## config.mk

```make
export PLATFORM = sky130hd
export DESIGN_NAME = sd_card_spi_master_flat
export DESIGN_NICKNAME = d
export VERILOG_FILES = /design/src/rtl/sd_card_spi_master_if.sv /design/src/rtl/sd_card_spi_master.sv /design/src/flat_wrapper.sv
export SDC_FILE = /design/constraint.sdc
export NUM_CORES = 1
export LEC_CHECK = 0
export BUFFER_PORTS_ARGS = -buffer_cell sky130_fd_sc_hd__buf_2
export CORE_MARGIN = 2
export CORE_UTILIZATION = 50
export CTS_CLUSTER_DIAMETER = 150
export DETAILED_ROUTE_END_ITERATION = 7
export GPL_TIMING_DRIVEN = 0
export PLACE_DENSITY = 0.7
export SYNTH_ARGS = -nofsm -noshare
export SYNTH_HDL_FRONTEND = slang
export SYNTH_SLANG_ARGS = --single-unit
```

## constraint.sdc

```tcl
create_clock -name sys_clk -period 2.8 [get_ports sys_clk]
set_clock_uncertainty 0.15 [all_clocks]
set_input_delay 0.28 -clock sys_clk [delete_from_list [all_inputs] [get_ports sys_clk]]
set_output_delay 0.28 -clock sys_clk [all_outputs]
set_load 0.01 [all_outputs]
```

## src/rtl/sd_card_spi_master_if.sv

```systemverilog
// Command-engine side of the SD SPI byte master: byte request/ack handshake,
// per-transfer clock divider and chip-select request.
interface sd_card_spi_master_if;
   logic [15:0] clk_div;
   logic        nCS_ctrl;
   logic        spi_wr_req;
   logic        spi_wr_ack;
   logic [7:0]  spi_data_in;
   logic [7:0]  spi_data_out;

   modport master (
      output clk_div, nCS_ctrl, spi_wr_req, spi_data_in,
      input  spi_wr_ack, spi_data_out
   );

   modport slave (
      input  clk_div, nCS_ctrl, spi_wr_req, spi_data_in,
      output spi_wr_ack, spi_data_out
   );
endinterface

```

## src/rtl/sd_card_spi_master.sv

```systemverilog
// Mode-0 SPI byte master for the SD card path: shifts one byte out MSB first
// while capturing MISO, then returns the received byte with a one-cycle ack.
module sd_card_spi_master (
   input  logic                  sys_clk,
   input  logic                  rst,
   sd_card_spi_master_if.slave   bus,
   output logic                  sd_sck,
   output logic                  sd_mosi,
   input  logic                  sd_miso,
   output logic                  sd_cs_n
);

   typedef enum logic [2:0] {IDLE, SHIFT, LAST_HALF, ACK, ACK_WAIT} state_t;

   state_t      r_state, w_next;
   logic [15:0] r_div_lat;
   logic [15:0] r_div_cnt;
   logic [3:0]  r_edge_cnt;
   logic [6:0]  r_tx;
   logic [7:0]  r_rx;
   logic [7:0]  r_data_out;
   logic        r_sck;
   logic        r_mosi;
   logic        r_cs_n;
   logic        w_tick;

   assign w_tick           = (r_div_cnt == r_div_lat);
   assign sd_sck           = r_sck;
   assign sd_mosi          = r_mosi;
   assign sd_cs_n          = r_cs_n;
   assign bus.spi_wr_ack   = (r_state == ACK);
   assign bus.spi_data_out = r_data_out;

   always_ff @(posedge sys_clk or posedge rst) begin
      if (rst) r_state <= IDLE;
      else     r_state <= w_next;
   end

   always_comb begin
      w_next = r_state;
      case (r_state)
         IDLE:      if (bus.spi_wr_req) w_next = SHIFT;
         SHIFT:     if (w_tick && r_edge_cnt == 4'd15) w_next = LAST_HALF;
         LAST_HALF: if (w_tick) w_next = ACK;
         ACK:       w_next = ACK_WAIT;
         ACK_WAIT:  w_next = IDLE;
         default:   w_next = IDLE;
      endcase
   end

   // Chip select is a plain registered copy, deliberately outside the FSM.
   always_ff @(posedge sys_clk or posedge rst) begin
      if (rst) r_cs_n <= 1'b1;
      else     r_cs_n <= bus.nCS_ctrl;
   end

   always_ff @(posedge sys_clk or posedge rst) begin
      if (rst) begin
         r_div_lat  <= '0;
         r_div_cnt  <= '0;
         r_edge_cnt <= '0;
         r_tx       <= '0;
         r_rx       <= '0;
         r_data_out <= 8'h00;
         r_sck      <= 1'b0;
         r_mosi     <= 1'b1;
      end else begin
         case (r_state)
            IDLE: begin
               r_sck  <= 1'b0;
               r_mosi <= 1'b1;
               if (bus.spi_wr_req) begin
                  r_tx       <= bus.spi_data_in[6:0];
                  r_mosi     <= bus.spi_data_in[7];
                  r_div_lat  <= bus.clk_div;
                  r_div_cnt  <= '0;
                  r_edge_cnt <= '0;
               end
            end
            SHIFT: begin
               if (w_tick) begin
                  r_div_cnt  <= '0;
                  r_edge_cnt <= r_edge_cnt + 4'd1;
                  r_sck      <= ~r_sck;
                  if (!r_sck) begin
                     r_rx <= {r_rx[6:0], sd_miso};
                  end else if (r_edge_cnt != 4'd15) begin
                     // Last falling edge leaves bit 0 on MOSI through the hold phase.
                     r_mosi <= r_tx[6];
                     r_tx   <= {r_tx[5:0], 1'b0};
                  end
               end else begin
                  r_div_cnt <= r_div_cnt + 16'd1;
               end
            end
            LAST_HALF: begin
               if (w_tick) begin
                  r_div_cnt  <= '0;
                  r_data_out <= r_rx;
               end else begin
                  r_div_cnt <= r_div_cnt + 16'd1;
               end
            end
            ACK:      r_mosi <= 1'b1;
            ACK_WAIT: r_mosi <= 1'b1;
            default:  r_mosi <= 1'b1;
         endcase
      end
   end

endmodule

```

## src/flat_wrapper.sv

```systemverilog
// flat-port wrapper written by rule: the top's interface ports become plain ports
module sd_card_spi_master_flat 
  (sys_clk, rst, sd_sck, sd_mosi, sd_miso, sd_cs_n, bus_clk_div, bus_nCS_ctrl, bus_spi_wr_req, bus_spi_data_in, bus_spi_wr_ack, bus_spi_data_out);
  sd_card_spi_master_if bus_i ();
  input  logic sys_clk;
  input  logic rst;
  output logic sd_sck;
  output logic sd_mosi;
  input  logic sd_miso;
  output logic sd_cs_n;
  input wire logic [$bits(bus_i.clk_div)-1:0] bus_clk_div;
  input wire logic [$bits(bus_i.nCS_ctrl)-1:0] bus_nCS_ctrl;
  input wire logic [$bits(bus_i.spi_wr_req)-1:0] bus_spi_wr_req;
  input wire logic [$bits(bus_i.spi_data_in)-1:0] bus_spi_data_in;
  output wire logic [$bits(bus_i.spi_wr_ack)-1:0] bus_spi_wr_ack;
  output wire logic [$bits(bus_i.spi_data_out)-1:0] bus_spi_data_out;
  assign bus_i.clk_div = bus_clk_div;
  assign bus_i.nCS_ctrl = bus_nCS_ctrl;
  assign bus_i.spi_wr_req = bus_spi_wr_req;
  assign bus_i.spi_data_in = bus_spi_data_in;
  assign bus_spi_wr_ack = bus_i.spi_wr_ack;
  assign bus_spi_data_out = bus_i.spi_data_out;
  sd_card_spi_master u_core (.sys_clk(sys_clk), .rst(rst), .bus(bus_i), .sd_sck(sd_sck), .sd_mosi(sd_mosi), .sd_miso(sd_miso), .sd_cs_n(sd_cs_n));
endmodule
```

== Word-level counts from Yosys, hierarchy flattened ==
Cells that the tools add are included.
Widths: inputs -> output; s select.
Word-level totals
  flip-flop bits (word level): 65
  bits of input ports: 29
Cells by class
  add/sub/neg operators: 2
  mux-type cells: 22
  equal/unequal tests: 12
  reduce and logical (&&, ||, !) cells: 14
  bitwise logic cells: 2
Operator list (number)
  $mux 16: 2
  $pmux 16 s2: 1
  $mux 7: 4
  $add 16x1->16 const B: 1
  $eq 16x16->1: 1
  $pmux 7 s2: 1
  $pmux 3 s4: 1
  $ne 2x1->1 const B: 5
  $mux 3: 3
  $reduce_and 3->1: 3
  $mux 4: 2
  $pmux 4 s2: 1
  $reduce_and 2->1: 4
  $eq 3x2->1 const B: 2
  $mux 1: 5
  $reduce_and 5->1: 1
  $add 4x1->4 const B: 1
  $eq 4x4->1 const B: 1
  $ne 4x4->1 const B: 1
  $reduce_and 4->1: 1
  $reduce_bool 2->1: 2
  $eq 3x1->1 const B: 1
  $logic_not 3->1: 1
  $pmux 1 s3: 1
  5 further kinds: 6

== Logic depth before layout (Yosys ltp) ==
  depth in word-level cells: 5
  gate-level depth with buffers: 9
  gate-level depth less buffers: 6

== Worst setup path after synthesis ==
No wires, ideal clock.
  kind: flip-flop to flip-flop
  from: register u_core.r_state[1]
  to: register u_core.r_tx[2]
  buffers on the path: 2
  arrival time: 1.827 ns
  setup slack: 0.697 ns
  setup time: 0.126 ns
  cell stages (with the launch flop): 8
  period minus slack after synthesis: 2.103 ns
  path through: dfrtp_1 buf_2 nor4b_4 a21oi_1 buf_2 a2111oi_0 mux2i_1 o311a_1
On the way
  longest elaborated chain between the ends: 3
  elaborated cells on any way between the ends: 9
  those cells by class: 5 x eq/ne; 1 x mux; 3 x reduce/logical
Ends and longest elaborated chain
  start: declaration: line sd_card_spi_master.sv:15  | state_t r_state, w_next;
  start signal: assignment: line sd_card_spi_master.sv:36  | else r_state <= w_next;
  $eq 3x1->1 / $logic_not 3->1 (equally long branches): line sd_card_spi_master.sv:68  | case (r_state)
  $ne 2x1->1 (no line), or another cell as far along
  $reduce_and 5->1 (no line)
  end signal: assignment: line sd_card_spi_master.sv:73  | r_tx <= bus.spi_data_in[6:0];
  end signal: assignment: line sd_card_spi_master.sv:90  | r_tx <= {r_tx[5:0], 1'b0};
  end: declaration: line sd_card_spi_master.sv:19  | logic [6:0] r_tx;
Several ways; a longest one is shown, not always the timed one.
A chain may end at the register's enable or synchronous reset.

== Worst setup path after layout ==
Same ends and word-level chain as after synthesis.

==> impl_metrics.ini <==
[run_status]
outcome = completed

[setup_path]
reg2reg_from = u_core.r_state[1]
critPathCaptureType = flip-flop
worstRegToRegCells = 7
r2r_slack_ns = 0.24
required_ns = 2.87
crit_type = flip-flop to flip-flop
cp_max_fo = 10
critPathLaunchType = flip-flop
crit_start = u_core.r_state[1]
worst-endpoint-arrival_ns = 2.63
r2r_end = u_core.r_tx[2]

[routing]
initialDrtViolationCount = 134
via_per_inst = 5.44
routed_wl_um = 7040
firstDrtPassIters = 5
num_vias = 2569
antenna_left = 0
wire_per_inst_um = 14.9
drc = 0

[timing]
rsz0062_at_grt = no
min_period_over_period_pct = 91.3
layout_setup_ws_ns = 0.243
tightest_slew_ns = 0.849
layout_min_cycle_time_ns = 2.56
drv_slew = 0
finalSetupViolations = 0
final_hold_viol_count = 0
slew_headroom_pct = 43.3
whs_ns = 0.0195
fmax_mhz = 391

[logic_synthesis]
async_reset_ff_share_pct = 100
synth.largest_area_cell = dfrtp_1
synth_flop_cell = dfrtp_1
syn_inst = 320
ys_seq_elements = 65
synthDistinctLibCells = 52
synth_edf_count = 0
netlist.area_leader.share_pct = 47.3
ys_warn_count = 0
yosysSeqAreaShare_pct = 48.9
synth_nets = 351
synth_area_leaders = dfrtp_1 (47%), xor2_1 (7.9%), nand2_1 (6.5%), mux2_4 (3.6%), mux2_2 (3.4%)
syn-cell-area_um2 = 3330
avgSynthCellArea_um2 = 10.4

[clock_network]
cts_htree_levels = 3
cts_buffers = 9
cts_sinks = 65
clkTransAtPathRegs_ns = 0.08
cts_tree = done
cts_root_buffer = clkbuf_8
cts_buffer_depth = 2
clock_latency_ns = 0.34

[die]
start_util_pct = 52.2
io_pins = 41
core_area_um2 = 6390
design.die.area_um2 = 7330
num_rows = 29
dieHeight_um = 85.6
die_w_um = 85.6

[placement]
hpwl_um = 4690
dp_slack_ns = 0.295
io_buffers = 40
dp.cells = 438
gp_congestion = 0.762

[global_routing]
grt_use_total_pct = 20.7
grt_max_degree = 38
antenna_found_initial = 0
overflow = 0
grt_pass1_vias = 2458
grt_pass1_wl_um = 11900

[power]
peakVddDrop_mv = 0.501
comb_power_share_pct = 17.5
p_int_mw = 1.87
pwr-share-seq_pct = 44.7
p_leak_nw = 2.08
power_density_nw_per_um2 = 645
p_sw_mw = 0.760
swShare_pct = 28.9
p_clk_share_pct = 37.9

[hold_path]
hp-class = input pin to flip-flop
min_to = u_core.r_rx[0]
whs_path_depth = 2
hp-start = sd_miso

[finish]
antennaDiodeCount = 0
final-instance-count-excl-fill = 472
nFillCells = 510
fin_util_pct = 63.8
drive_gt1_share_pct = 25.1
nets = 421
areaGrowthSynthToFinish_pct = 22.4

[flow_run]
maxCapViolations = 0
[metrics by stage]
step,power (mW),instance area (um^2),TNS [ns]
5_1_grt,2.78,4080,0
3_3_place_gp,1.61,3630,-3.55
6_report,2.63,4080,0
4_1_cts,2.65,4080,0
3_5_place_dp,1.63,3650,0
2_1_floorplan,1.50,3330,0
[synth_stat cells, types with 2 or more instances]
cell / instances
and3_1: 6
nand4_1: 5
mux2i_1: 5
ha_1: 2
o21ai_1: 2
o311a_1: 4
nor2_1: 25
dfstp_2: 2
xor2_1: 30
a21oi_1: 4
mux2_2: 10
a2111oi_0: 5
clkbuf_1: 6
buf_2: 8
inv_1: 6
dfrtp_1: 63
a211oi_1: 3
and2_1: 5
o31ai_1: 3
o21ai_0: 3
nand2b_1: 2
buf_1: 2
o21bai_1: 6
nand2_1: 58
nand3_1: 13
mux2_4: 8
and4_1: 2
nor4_2: 4
nor3_1: 2
buf_4: 2
nor4_1: 2
and3b_1: 2
[cells in the final DEF (no fill, tap or decap), drive strengths merged, types with 6 or more instances in the layout]
cell type,netlist,final
o21bai,6,6
a2111oi,7,7
dfrtp,63,63
buf,13,54
nand3,13,13
inv,6,8
clkbuf,6,15
xor2,30,30
mux2,18,18
dlygate4sd3,0,18
nand2,58,58
nor4,6,6
nor2,25,25
and3,6,6
[worst max-delay path, cell delays in order, from the launching register on]
cell and delay (ns):
dfrtp_1 0.36, buf_2 0.17, nor4b_4 0.67, a21oi_1 0.19, buf_2 0.24, a2111oi_0 0.39
mux2i_1 0.13, o311a_1 0.14
[repair_timing]
item / in CTS / in global routing
resized for setup: 0 / 0
hold endpoints to repair: 44 / 0
hold buffers: 18 / 0
buffers inserted: 0 / 0
endpoints found under the setup margin: 0 / 0
[logic make-up after synthesis]
logic type | share of synthesized area (%)
simple gates | 20.8
compound gates | 9.32
buf+inv | 3.57
flops | 48.9
mux | 8.49
fa+ha+maj | 0.751
xor+xnor | 8.15
[worst max path at each step]
stage                           endpoint  slack, ns
finish                    u_core.r_tx[2]       0.24
detailed placement        u_core.r_tx[2]       0.30
global route              u_core.r_tx[2]       0.14
CTS                       u_core.r_tx[2]       0.29
global placement    u_core.r_div_lat[14]      -0.06
floorplan                 u_core.r_tx[2]       0.70
[power groups by stage]
stage / Sequential [mW] / Combinational, mW / Clock, mW
after global routing: 1.19 / 0.524 / 1.06
after detailed placement: 1.19 / 0.443 / 0
after floorplan: 1.16 / 0.344 / 0
final: 1.17 / 0.459 / 0.997
after CTS: 1.17 / 0.464 / 1.01
after global placement: 1.19 / 0.425 / 0
[metal layers]
layer / global-route usage (%) / part of all wire (%)
met4: 6.06 / 0.98
met3: 4.52 / 4.0
met5: 0 / 0
met2: 33.7 / 48
met1: 28.0 / 47
[final cells by class]
cell class | count | area, um^2 | share of cell area [%]
Timing Repair Buffer | 59 | 400 | 9.82
Multi-Input combinational cell | 230 | 1580 | 38.8
Tap cell | 77 | 96.3 | 2.36
Inverter | 6 | 22.5 | 0.552
Clock inverter | 7 | 125 | 3.07
Clock buffer | 9 | 124 | 3.04
Buffer | 19 | 96.3 | 2.36
Sequential cell | 65 | 1630 | 40.0
[flip-flops by register name, indices dropped and copies added (netlist names)]
name,cells
u_core.r_div_cnt,16
u_core.r_div_lat,16
u_core.bus.spi_data_out,8
u_core.r_rx,8
u_core.r_tx,7
u_core.r_edge_cnt,4
u_core.r_state,3
u_core.sd_cs_n,1
u_core.sd_mosi,1
u_core.sd_sck,1
Note: power is estimated with default switching activity, not from simulation.
